$ cat src/rtl/p_bit_sweep_scheduler.sv
// Sequential (Gibbs) update scheduler for an N-bit p-bit network: one-hot update strobes,
// sweep counting and a one-deep snapshot buffer. Optional annealing via P_BIT_SWEEP_ANNEAL_EN.
module p_bit_sweep_scheduler #(
  parameter int N_BITS          = 5,
  parameter int SHIFT_W         = 2,
  parameter int SETTLE_CYCLES   = 1,
  parameter int SWEEPS_PER_STEP = 16
) (
  input  logic               clk,
  input  logic               reset,
  input  logic               start,
  input  logic               stop,
  input  logic [15:0]        num_sweeps,
  input  logic [SHIFT_W-1:0] shift_cfg,
  input  logic [N_BITS-1:0]  state,
  output logic [N_BITS-1:0]  update_en,
  output logic [SHIFT_W-1:0] bit_shift,
  output logic               busy,
  output logic               done,
  output logic               sample_valid,
  input  logic               sample_ready,
  output logic [N_BITS-1:0]  sample_data,
  output logic               sample_overrun
);

  localparam int IDX_W = (N_BITS > 1) ? $clog2(N_BITS) : 1;
  localparam int SC_W  = (SETTLE_CYCLES > 1) ? $clog2(SETTLE_CYCLES) : 1;
  localparam logic [IDX_W-1:0] IDX_LAST = IDX_W'(N_BITS - 1);
  localparam logic [SC_W-1:0]  SC_LAST  = SC_W'((SETTLE_CYCLES > 0) ? SETTLE_CYCLES - 1 : 0);

  typedef enum logic [2:0] {IDLE, UPDATE, SETTLE, CAPTURE, DONE} state_t;

  state_t             st;
  logic [IDX_W-1:0]   idx;
  logic [SC_W-1:0]    settle_cnt;
  logic [15:0]        sweep_cnt;
  logic [15:0]        num_sweeps_q;
  logic               start_acc;
  logic               cap_fire;
  logic               buf_free;

  function automatic logic [N_BITS-1:0] onehot(input logic [IDX_W-1:0] i);
    onehot = N_BITS'(1) << i;
  endfunction

  assign start_acc = (st == IDLE) && start;
  // A stop landing on the capture cycle discards that sweep entirely.
  assign cap_fire  = (st == CAPTURE) && !stop;
  assign buf_free  = !sample_valid || sample_ready;

  always_ff @(posedge clk) begin
    if (reset) begin
      st           <= IDLE;
      idx          <= '0;
      settle_cnt   <= '0;
      sweep_cnt    <= '0;
      num_sweeps_q <= '0;
      update_en    <= '0;
      busy         <= 1'b0;
      done         <= 1'b0;
    end else begin
      update_en <= '0;
      done      <= 1'b0;
      case (st)
        IDLE: begin
          if (start) begin
            num_sweeps_q <= num_sweeps;
            idx          <= '0;
            sweep_cnt    <= '0;
            busy         <= 1'b1;
            if (num_sweeps == 16'd0) begin
              st   <= DONE;
              done <= 1'b1;
            end else begin
              st        <= UPDATE;
              update_en <= onehot('0);
            end
          end
        end
        UPDATE, SETTLE: begin
          if (stop) begin
            st   <= DONE;
            done <= 1'b1;
          end else if (st == UPDATE && SETTLE_CYCLES != 0) begin
            st         <= SETTLE;
            settle_cnt <= '0;
          end else if (st == SETTLE && settle_cnt != SC_LAST) begin
            settle_cnt <= settle_cnt + 1'b1;
          end else if (idx == IDX_LAST) begin
            st <= CAPTURE;
          end else begin
            idx       <= idx + 1'b1;
            st        <= UPDATE;
            update_en <= onehot(idx + 1'b1);
          end
        end
        CAPTURE: begin
          if (stop) begin
            st   <= DONE;
            done <= 1'b1;
          end else begin
            sweep_cnt <= sweep_cnt + 16'd1;
            // sweep_cnt < num_sweeps_q here, so the 16-bit compare never wraps
            if (sweep_cnt + 16'd1 == num_sweeps_q) begin
              st   <= DONE;
              done <= 1'b1;
            end else begin
              idx       <= '0;
              st        <= UPDATE;
              update_en <= onehot('0);
            end
          end
        end
        DONE: begin
          st   <= IDLE;
          busy <= 1'b0;
        end
        default: st <= IDLE;
      endcase
    end
  end

  // One-deep snapshot buffer, decoupled from the sequencer.
  always_ff @(posedge clk) begin
    if (reset) begin
      sample_valid   <= 1'b0;
      sample_data    <= '0;
      sample_overrun <= 1'b0;
    end else begin
      if (cap_fire && buf_free) begin
        sample_data  <= state;
        sample_valid <= 1'b1;
      end else if (sample_valid && sample_ready) begin
        sample_valid <= 1'b0;
      end
      if (start_acc)
        sample_overrun <= 1'b0;
      else if (cap_fire && !buf_free)
        sample_overrun <= 1'b1;
    end
  end

`ifdef P_BIT_SWEEP_ANNEAL_EN
  localparam int STEP_W = (SWEEPS_PER_STEP > 1) ? $clog2(SWEEPS_PER_STEP) : 1;
  localparam logic [STEP_W-1:0] STEP_LAST = STEP_W'((SWEEPS_PER_STEP > 0) ? SWEEPS_PER_STEP - 1 : 0);

  logic [STEP_W-1:0] step_cnt;

  always_ff @(posedge clk) begin
    if (reset) begin
      step_cnt  <= '0;
      bit_shift <= '0;
    end else if (start_acc) begin
      step_cnt  <= '0;
      bit_shift <= shift_cfg;
    end else if (cap_fire) begin
      if (step_cnt == STEP_LAST) begin
        step_cnt <= '0;
        if (bit_shift != '1)
          bit_shift <= bit_shift + 1'b1;
      end else begin
        step_cnt <= step_cnt + 1'b1;
      end
    end
  end
`else
  always_ff @(posedge clk) begin
    if (reset)
      bit_shift <= '0;
    else if (start_acc)
      bit_shift <= shift_cfg;
  end
`endif

endmodule
$ cat config.mk
export PLATFORM = sky130hd
export DESIGN_NAME = p_bit_sweep_scheduler
export DESIGN_NICKNAME = d
export VERILOG_FILES = /design/src/rtl/p_bit_sweep_scheduler.sv
export SDC_FILE = /design/constraint.sdc
export NUM_CORES = 1
export LEC_CHECK = 0
export BUFFER_PORTS_ARGS = -buffer_cell sky130_fd_sc_hd__clkbuf_2
export CAP_MARGIN = 15
export CELL_PAD_IN_SITES_DETAIL_PLACEMENT = 0
export CELL_PAD_IN_SITES_GLOBAL_PLACEMENT = 2
export CORE_MARGIN = 10
export CORE_UTILIZATION = 35
export DETAILED_ROUTE_END_ITERATION = 16
export HOLD_SLACK_MARGIN = 0.12
export PLACE_DENSITY = 0.92
export SLEW_MARGIN = 5
export SYNTH_ARGS = -nofsm -noshare
export SYNTH_HDL_FRONTEND = slang
export SYNTH_SLANG_ARGS = --single-unit
$ cat constraint.sdc
create_clock -name clk -period 3.9 [get_ports clk]
set_input_delay 0.78 -clock clk [delete_from_list [all_inputs] [get_ports clk]]
set_output_delay 0.78 -clock clk [all_outputs]
set_load 0.02 [all_outputs]
[Word level (Yosys, flattened, before mapping)]
Index checks and enable logic that the tools add are counted.
Word-level totals
  register bits after elaboration: 55
  bits of input ports: 28
  output and inout bits: 16
  logic and storage cells: 97
Cells by class
  add/subtract/negate cells: 3
  equality and inequality tests: 14
  shifts and indexed selects: 1
  muxes and demuxes: 41
  bitwise operators: 1
  reductions and logical operators: 25
Operators with widths (count)
  3-bit two-way mux: 14
  16-bit two-way mux: 2
  16-bit case mux with 2 select lines: 1
  5-bit two-way mux: 4
  3-bit case mux with 3 select lines: 2
  16-bit by 1-bit adder with 16-bit output (second input constant): 1
  16-bit == test: 1
  16-bit logical NOT: 1
  5-bit case mux with 3 select lines: 1
  1-bit two-way mux: 14
  2-bit != test (second input constant): 7
  8-bit AND reduction: 1
  2-bit nonzero test: 4
  3-bit by 2-bit == test with 1-bit output (second input constant): 2
  3-bit == test (second input constant): 2
  1-bit logical AND: 6
  2-bit AND reduction: 3
  3-bit AND reduction: 2
  1-bit by 3-bit left shift with 5-bit output (first input constant): 1
  4-bit != test (second input constant): 1
  2-bit OR reduction: 2
  3-bit by 1-bit adder with 3-bit output (second input constant): 1
  3-bit by 1-bit == test with 1-bit output (second input constant): 1
  1-bit logical NOT: 3
  8 further kinds: 8

[Logic depth before layout (Yosys ltp)]
  depth in word-level cells: 7
  mapped depth: 8
  gate-level depth less buffers: 8

[Least setup slack after synthesis]
No wires, ideal clock.
  path kind: register to register
  start: register sweep_cnt[10]
  end: register idx[0]
  setup time: 88 ps
  data arrival time: 2250 ps
  required time: 3812 ps
  setup slack: 1562 ps
  cell stages (with the launch flop): 8
  buffers on the path: 1
  period minus slack after synthesis: 2338 ps
  cell sequence: dfxtp_1 clkbuf_1 nand4_1 nor4_1 xnor2_1 nand3_1 or4_4 a311oi_2
Between the ends
  word-level cells in the longest chain between the ends: 4
Ends and longest elaborated chain
  from (decl): RTL line 36  | logic [15:0] sweep_cnt;
  from (signal assigned): RTL line 102  | sweep_cnt <= sweep_cnt + 16'd1;
  16-bit by 1-bit adder with 16-bit output: RTL line 104  | if (sweep_cnt + 16'd1 == num_sweeps_q) begin
  16-bit == test: RTL line 104
  2-bit != test (no source line)
  8-bit AND reduction (no source line)
  to (signal assigned): RTL line 92  | idx <= idx + 1'b1;
  to (decl): RTL line 34  | logic [IDX_W-1:0] idx;
No other way between the ends.
A chain may end at the register's enable or synchronous reset.

[Final worst setup path]
  start: register sweep_cnt[0]
  end: register idx[0]
The elaborated chain is that of the path after synthesis.

==> qor.yml <==
synth:
  synth_top_flop_cell: "dfxtp_1"
  synth_top_area_cell: "dfxtp_1"
  synthTopCellsByArea: "dfxtp_1 (38%), nand2_1 (7.7%), a21oi_1 (7.6%)"
  synth_edf_count: 0
  syn_inst: 364
  synth_warnings: 0
  yosysSeqAreaShare_pct: 38.14
  synth_cell_type_count: 50
  syn-num-nets: 398
  syn_area_per_cell_sq_um: 7.930
  netlist.area_leader.share_pct: 38.14
  syn_area_sq_um: 2887
  yosys_register_bits: 55
  synth.most_common_cell: "nand2_1"
  synthArstFlopShare_pct: 0
  synth_common_cells: "nand2_1 (59), dfxtp_1 (55), a21oi_1 (44), nor2_1 (28), clkbuf_1 (20)"
layout:
  seq_area_sq_um: 1101
  syn_to_final_growth_pct: 12.44
  fillerInstances: 852
  fin_cells: 495
  postLayoutCoreUtil_pct: 39.90
  multi_input_area_sq_um: 1647
  final_layout_size_suffix_gt1_share_pct: 16.67
  num_antenna_cells: 0
  fin_nets: 423
clocking:
  clk_pin_slew_ps: 100
  clockRootBuffer: "clkbuf_8"
  cts_resized: 0
  cts_buffer_depth: 2
  numCtsBuffers: 5
  ctsHoldBuffers: 0
  htreeDepth: 2
  insertion_delay_ps: 320
  postCtsSetupRepairBufs: 0
  cts_sinks: 55
  cts_tree: "yes"
worst_setup_path:
  crit_fanout: 8
  path_cells: "ha_1 > and3_1 > nand3_2 > nor4_1 > o21ai_0 > or4_4 > a311oi_2"
  cp-end-kind: "register"
  cpPeakStageDelay_ps: 590
  arrival_ps: 2940
  critical-path-top-delay-family: "simple AND/OR/NAND/NOR gates"
  cp-start-kind: "register"
  crit_type: "reg -> reg"
  crit_buf_inv: 0
  reg2reg_slack_ps: 1200
  cp.required_ps: 4140
  critPathSlowestCell: "or4_4"
drt:
  routed_wl_um: 7653
  drcViolationCount: 0
  routedWlPerCell_um: 15.46
  dr.pass1.iters: 5
  routed_via_density: 5.380
  drt_iter0_markers: 146
  ant_nets: 0
  via_count: 2663
global_routing:
  overflow: 0
  first_global_vias: 2527
  antenna_found_initial: 0
  grt_max_degree: 42
  grt_pass1_wl_um: 12920
  grt_usage_pct: 12.33
timing:
  worstMarginPinSlew_ps: 949.0
  hold_viol_final: 0
  setup-tns-final_ps: 0
  finalClockSkew_ps: 11.19
  post-route-worst-setup-slack_ps: 1199
  period_minus_slack_ps: 2701
  timing.fmax_mhz: 370.2
  slew_headroom_pct: 36.73
  rsz0062_at_grt: "false"
  maxSlewViolCount: 0
  finalCritPeriodShare_pct: 69.27
  setup_viol: 0
die:
  die_x_um: 110.8
  boundaryPins: 44
  die_height_um: 110.8
  die_area_sq_um: 12280
  rows: 33
  start_util_pct: 35.49
  design.core.area_sq_um: 8134
power_and_ir_drop:
  peakVddDrop_mv: 0.1328
  p_leak_nw: 1.237
  p_per_area_nw_per_um2: 356.5
placement:
  dp_slack_ps: 1235
  dp.cells: 487
  place.gp.congestion: 0.8456
  io_buffers: 43
  place.detailed.hpwl_um: 5635
worst_hold_path:
  min_path_type: "reg -> reg"
flow_run:
  maxCapViolations: 0
status:
  status: "complete, no violations"
-- registers in the layout, summed over array words and instances (netlist names) --
| name | flops |
|---|---|
| bit_shift | 2 |
| busy | 1 |
| done | 1 |
| idx | 3 |
| num_sweeps_q | 16 |
| sample_data | 5 |
| sample_overrun | 1 |
| sample_valid | 1 |
| settle_cnt | 1 |
| st | 3 |
| sweep_cnt | 16 |
| update_en | 5 |
-- logic make-up after synthesis --
| family | synth area share, % |
|---|---|
| adders and majority gates | 2.601 |
| AOI/OAI and AO/OA | 20.50 |
| xor gates and xnor gates | 7.282 |
| buffers and inverters | 4.811 |
| and+or+nand+nor | 26.66 |
| DFF | 38.14 |
-- per-stage QoR --
step | hold slack [ps] | power (W) | instance area, sq um
final | 464.9 | 0.001157 | 3246
after global routing | 483.1 | 0.001214 | 3246
after CTS | 465.6 | 0.001170 | 3246
after detailed placement | 449.5 | 0.0007712 | 3128
after global placement | 442.4 | 0.0007700 | 3128
after floorplan | 440.5 | 0.0007181 | 2887
-- per-layer routing --
| layer | GRT usage (%) | wire length (um) | up-vias |
|---|---|---|---|
| met5 | 0 | 0 | - |
| met4 | 4.861 | 198 | 0 |
| met3 | 3.301 | 477 | 16 |
| met2 | 18.99 | 3455 | 96 |
| met1 | 15.88 | 3522 | 1222 |
| li1 | - | - | 1329 |
-- area by class of cell --
type | count | area share (%)
Multi-Input combinational cell | 278 | 50.73
Clock inverter | 2 | 1.079
Inverter | 3 | 0.3470
Sequential cell | 55 | 33.92
Timing Repair Buffer | 46 | 7.325
Clock buffer | 6 | 2.544
Tap cell | 105 | 4.048
-- layout by cell type (no fill, tap or decap), types with 4 or more instances in the layout --
cell type and n:
a21o_1 4, a21oi_1 44, a311oi_1 5, and3_1 5, clkbuf_2 43, clkbuf_8 6
dfxtp_1 55, ha_1 6, nand2_1 59, nand2b_1 6, nand3_1 13, nand3b_1 4
nand4_1 7, nor2_1 28, nor2b_1 4, nor3_1 7, nor4_1 10, o21ai_0 15
xnor2_1 13, xor2_1 11
-- path summary, 6_finish.rpt --
kind / start / end / cells past startpoint
setup / recovery: sweep_cnt[0] / idx[0] / 7
hold reg to reg: bit_shift[0] / bit_shift[0] / 2
hold / removal: bit_shift[0] / bit_shift[0] / 2
setup reg to reg: sweep_cnt[0] / idx[0] / 7
-- worst min-delay path, stage by stage (launching register included) --
cell	delay, ps
dfxtp_1	320
nand2_1	50
a21oi_1	50
-- where the power goes --
| group | leakage (nW) | switching, W | internal (W) | total [W] |
|---|---|---|---|---|
| Sequential | 0.447 | 0.0000191 | 0.000582 | 0.000601 |
| Clock | 0.0612 | 0.000192 | 0.000208 | 0.000400 |
| Combinational | 0.729 | 0.0000961 | 0.0000599 | 0.000156 |
(Power assumes the default switching activity.)
